--- config.mk ---
export PLATFORM = sky130hd
export DESIGN_NAME = banco_registradores
export DESIGN_NICKNAME = d
export VERILOG_FILES = /design/src/rtl/banco_pkg.sv /design/src/rtl/memoria_registradores.sv /design/src/rtl/banco_registradores.sv
export SDC_FILE = /design/constraint.sdc
export NUM_CORES = 2
export LEC_CHECK = 0
export ABC_CLOCK_PERIOD_IN_PS = 2040
export BUFFER_PORTS_ARGS = -buffer_cell sky130_fd_sc_hd__clkbuf_2
export CAP_MARGIN = 20
export CORE_MARGIN = 5
export CORE_UTILIZATION = 40
export CTS_CLUSTER_DIAMETER = 200
export DETAILED_ROUTE_END_ITERATION = 10
export MAX_ROUTING_LAYER = met4
export PLACE_DENSITY = 0.51
export SLEW_MARGIN = 10
export SYNTH_ARGS = -nofsm -noshare
export SYNTH_HDL_FRONTEND = slang
export SYNTH_SLANG_ARGS = --single-unit
--- constraint.sdc ---
create_clock -name clk -period 2.04 [get_ports clk]
set_clock_uncertainty 0.15 [all_clocks]
set_input_delay 0 -clock clk [delete_from_list [all_inputs] [get_ports clk]]
set_output_delay 0 -clock clk [all_outputs]
set_load 0.02 [all_outputs]
--- src/rtl/banco_pkg.sv ---
// banco_pkg: shared constants, index type and width helper for the register file
package banco_pkg;
  localparam int BITS_DEF = 64;
  localparam int NREGS_DEF = 32;
  function automatic int addr_w(input int n);
    return (n > 1) ? $clog2(n) : 1;
  endfunction
  localparam int ADDR_W_DEF = addr_w(NREGS_DEF);
  typedef logic [ADDR_W_DEF-1:0] reg_idx_t;
  localparam reg_idx_t REG_ZERO = '0;
endpackage

--- src/rtl/memoria_registradores.sv ---
// memoria_registradores: register storage, 2 async read ports, 1 sync write port, x0 hardwired to zero
module memoria_registradores
  import banco_pkg::*;
#(
  parameter int BITS   = BITS_DEF,
  parameter int NREGS  = NREGS_DEF,
  parameter int ADDR_W = addr_w(NREGS)
) (
  input  logic              clk,
  input  logic              rst_n,
  input  logic [ADDR_W-1:0] ra1,
  input  logic [ADDR_W-1:0] ra2,
  output logic [BITS-1:0]   rdata1,
  output logic [BITS-1:0]   rdata2,
  input  logic              we,
  input  logic [ADDR_W-1:0] wa,
  input  logic [BITS-1:0]   wdata
);
  logic [BITS-1:0] regs_q [NREGS];
  logic [BITS-1:0] regs_d [NREGS];
  // next storage contents: a write to x0 is dropped here
  always_comb begin
    regs_d = regs_q;
    if (we && wa != ADDR_W'(REG_ZERO)) regs_d[wa] = wdata;
  end
  // storage update, cleared asynchronously
  always_ff @(posedge clk or negedge rst_n) begin
    if (!rst_n) for (int i = 0; i < NREGS; i++) regs_q[i] <= '0;
    else regs_q <= regs_d;
  end
  // read ports: x0 always returns zero regardless of storage
  always_comb begin
    rdata1 = (ra1 == ADDR_W'(REG_ZERO)) ? '0 : regs_q[ra1];
    rdata2 = (ra2 == ADDR_W'(REG_ZERO)) ? '0 : regs_q[ra2];
  end
endmodule

--- src/rtl/banco_registradores.sv ---
// banco_registradores: register file with registered operand stage for the ULA
// Optional macro WRITE_BYPASS_EN: a same-cycle write to a captured source is forwarded (write-first);
// without it capture sees the pre-write contents (read-first).
module banco_registradores
  import banco_pkg::*;
#(
  parameter int BITS   = BITS_DEF,
  parameter int NREGS  = NREGS_DEF,
  parameter int ADDR_W = addr_w(NREGS)
) (
  input  logic              clk,
  input  logic              rst_n,
  input  logic              in_valid,
  output logic              in_ready,
  input  logic [ADDR_W-1:0] rs1,
  input  logic [ADDR_W-1:0] rs2,
  input  logic [BITS-1:0]   imm,
  output logic              out_valid,
  input  logic              out_ready,
  output logic [BITS-1:0]   dina,
  output logic [BITS-1:0]   dinb,
  output logic [BITS-1:0]   constante,
  input  logic              we,
  input  logic [ADDR_W-1:0] rd,
  input  logic [BITS-1:0]   wdata
);
  logic            valid_q, valid_d, fire;
  logic [BITS-1:0] a_q, a_d, b_q, b_d, k_q, k_d;
  logic [BITS-1:0] rdata1, rdata2, op_a, op_b;

  memoria_registradores #(.BITS(BITS), .NREGS(NREGS), .ADDR_W(ADDR_W)) u_mem (
    .clk   (clk),
    .rst_n (rst_n),
    .ra1   (rs1),
    .ra2   (rs2),
    .rdata1(rdata1),
    .rdata2(rdata2),
    .we    (we),
    .wa    (rd),
    .wdata (wdata)
  );

  // operand selection: forward writeback data on a same-index hazard when enabled
  always_comb begin
`ifdef WRITE_BYPASS_EN
    op_a = (we && rd != ADDR_W'(REG_ZERO) && rd == rs1) ? wdata : rdata1;
    op_b = (we && rd != ADDR_W'(REG_ZERO) && rd == rs2) ? wdata : rdata2;
`else
    op_a = rdata1;
    op_b = rdata2;
`endif
  end

  // handshake and next state: capture on fire, drop valid when consumed, otherwise hold
  always_comb begin
    in_ready = !valid_q || out_ready;
    fire     = in_valid && in_ready;
    valid_d  = fire ? 1'b1 : (out_ready ? 1'b0 : valid_q);
    a_d      = fire ? op_a : a_q;
    b_d      = fire ? op_b : b_q;
    k_d      = fire ? imm : k_q;
  end

  // output stage registers, cleared asynchronously
  always_ff @(posedge clk or negedge rst_n) begin
    if (!rst_n) begin
      valid_q <= 1'b0;
      a_q     <= '0;
      b_q     <= '0;
      k_q     <= '0;
    end else begin
      valid_q <= valid_d;
      a_q     <= a_d;
      b_q     <= b_d;
      k_q     <= k_d;
    end
  end

  assign out_valid = valid_q;
  assign dina      = a_q;
  assign dinb      = b_q;
  assign constante = k_q;
endmodule

==> flow_summary.toml <==
[critical_path]
cp-start-kind = "input pin"
worst_path_required_time_ns = 2.63
critPathKind = "in -> reg"
cp_slowest_stage_delay_ns = 0.60
cp.buffers_inverters = 6
path_common_cell = "dlygate4sd3_1"
crit_family = "buffers and inverters"
path_cells = "dlygate4sd3_1, clkbuf_2, buf_4, nor3b_2, dlygate4sd3_1, buf_6, nand2_8, buf_12, mux2_2"
end_kind = "flop"
max_fo_critical_path = 17
slowest_stage = "dlygate4sd3_1"
crit_arrival_ns = 2.65

[timing]
drv_slew = 0
achievable-frequency_mhz = 485
layout_worst_path_cycle_share = 1.01
report.final.hold_viol_count = 0
tightest_slew_ns = 0.916
sum_of_negative_setup_slack_ns = -0.0794
rsz0062_at_grt = "true"
fin_ws_ns = -0.0236
period_minus_slack_ns = 2.06
setup_viol_count_final = 6
max_slew_margin = 0.389

[cts]
cts_inserted_buffers = 271
cts_tree = "done"
worstSkewPairLatency_ns = 0.88
clkSinkCount = 2241
cts.root.buffer_cell = "clkbuf_16"
path_clk_slew_ns = 0.06
cts.htree.levels = 5
cts.path.max_buffers = 4

[pwr]
leakagePower_nw = 60.7
power_mw = 136
power.density_cell_area_nw_per_um2 = 985
vdd_drop_max_mv = 0.718

[routing]
route.vias.total = 72600
antenna_violating_nets_post_route = 0
first_iter_violations = 6067
vias_per_cell = 6.04
drt_pass1_iterations = 5
drt-total-wl_mm = 385
drcViolationCount = 0
routed_wire_length_per_instance_um = 32.1

[grt]
first_pass_grt_wire_length_mm = 568
grt_antenna_before_repair = 24
globalRoute.totalOverflow = 0
gr-usage-all-layers = 0.264
grt_pass1_vias = 77800
grt_max_degree = 151

[synth]
netlist_area_um2 = 115000
async_reset_ff_frac = 1.00
ys_seq_area_frac = 0.489
netlist-cell-type-count = 49
yosys_register_bits = 2241
ys_dominant_reg_cell = "dfrtp_1"
synth_enable_flop_cells = 0
post_synth_inst_count = 7331
yosys_warnings = 0
syn_area_per_cell_um2 = 15.7
mappedNetlistNets = 7479

[layout]
most-common-layout-cells = "2,241 x dfrtp_1, 2,047 x mux2_2, 1,135 x mux4_2"
final_cell_area_um2 = 138000
drive_gt1_frac = 0.568
design.final.nets = 8175
area_growth_pct = 20.6
most_common_library_cell_in_the_layout_ignoring_fill_and_taps = "dfrtp_1"

[die]
io_pins = 342
initial_core_util = 0.402
fp-row-count = 196
core-area_um2 = 285000
dieHeight_um = 546
fp.dieW_um = 546
die_area_um2 = 298000

[status]
failed_checks = "setup timing"
run_status = "complete, but fails checks"

[min_path]
timing.hold.worst.class = "in -> async"

[placement]
placement.cell_area_um2 = 127000
dpl.hpwl_mm = 246
gp_routability_congestion = 0.826
placement.io_buffers = 341

[run]
cap_viol_max_count = 0
[logic make-up (layout without fill, tap and decap cells)]
family,count (synthesis),after routing,share of synthesized area
flip-flops,2241,2241,0.489
multiplexers,3334,3334,0.437
AO/OA/AOI/OAI,235,235,0.0166
AND/OR/NAND/NOR,692,693,0.0253
other,0,9,0
buffers and inverters,829,1734,0.0325
[synthesized netlist by cell type (3+ instances only)]
library cell	count	share of area
a211o_1	3	0.00023
a211oi_1	7	0.00046
a21oi_1	5	0.00022
a22oi_1	62	0.0041
a31o_1	62	0.0047
a31oi_1	8	0.00044
and2_1	5	0.00027
buf_1	66	0.0022
buf_2	181	0.0079
buf_4	32	0.0021
buf_6	36	0.0035
clkbuf_1	512	0.017
dfrtp_1	2241	0.49
mux2_2	2047	0.20
mux2i_1	152	0.013
mux4_2	1135	0.22
nand2_1	505	0.017
nand2b_1	7	0.00038
nand3_1	120	0.0052
nand3b_1	5	0.00033
nor2_1	17	0.00056
nor2_2	8	0.00044
nor2b_1	5	0.00027
nor3b_1	5	0.00033
o211ai_1	4	0.00026
o21ai_0	5	0.00022
o221ai_1	65	0.0050
or2_2	3	0.00016
[timing repair]
item | in CTS | in global routing
pin swaps | 1 | 2
endpoints found under the hold margin | 4418 | 0
gates cloned | 1 | 4
hold buffers | 218 | 0
setup endpoints to repair | 54 | 110
buffers inserted | 3 | 6
resized for setup | 2 | 17
[final cells by class]
cell class,instances,area [µm²]
flip-flops and latches,2241,56100
inverters,2,20.0
clock buffers,415,8140
well taps,3762,4710
clock inverters,68,790
repair buffers,1249,13300
diodes,9,22.5
fillers,24400,147000
multi-input cells,4262,55300
[layer usage]
layer | global-route usage | vias up | part of all wire
met5 | - | - | 0
met4 | 0.0664 | 0 | 0.028
met3 | 0.0357 | 542 | 0.050
met2 | 0.416 | 2151 | 0.48
met1 | 0.365 | 40200 | 0.44
li1 | - | 29600 | -
[worst paths after layout]
kind | depth (start not counted) | slack, ns | startpoint | to
max in group asynchronous | 6 | 0.45 | rst_n | u_mem.regs_q[1747]$_DFFE_PN0P_
worst min-delay path | 4 | 0.10 | rst_n | u_mem.regs_q[990]$_DFFE_PN0P_
worst max-delay path | 9 | -0.02 | rd[4] | u_mem.regs_q[1557]$_DFFE_PN0P_
min in group clk | 4 | 0.12 | rs2[4] | dinb[33]$_DFFE_PN0P_
worst max register to register | 6 | 0.06 | u_mem.regs_q[920]$_DFFE_PN0P_ | dinb[24]$_DFFE_PN0P_
worst min register to register | 0 | 0.24 | u_mem.regs_q[1990]$_DFFE_PN0P_ | u_mem.regs_q[1990]$_DFFE_PN0P_
[metrics by stage]
step | std cells | setup WS (ns) | utilization | hold WS (ns)
floorplan | 7331 | -0.0244 | - | -0.446
global placement | 11300 | -0.322 | 0.444 | -0.270
detailed placement | 11300 | -0.328 | 0.444 | -0.270
CTS | 12000 | 0.0106 | 0.484 | 0.0461
global route | 12000 | -0.0320 | 0.485 | 0.0958
finish | 12000 | -0.0236 | 0.485 | 0.102
[tightest hold or removal path, cell delays in order]
cell and delay [ns]:
dlygate4sd3_1 0.52, dlygate4sd3_1 0.60, buf_12 0.12, buf_12 0.23
[state kept, by name, indices dropped and copies added (netlist names)]
signal and cells:
u_mem.regs_q 2048, out_valid 1, dina 64, dinb 64
constante 64
[where the power goes]
group          total (mW)  switching (mW)  internal [mW]
Combinational        27.8            11.0           16.8
Clock                48.8            19.9           28.9
Sequential           59.7            6.63           53.0
(Power assumes the default switching activity.)
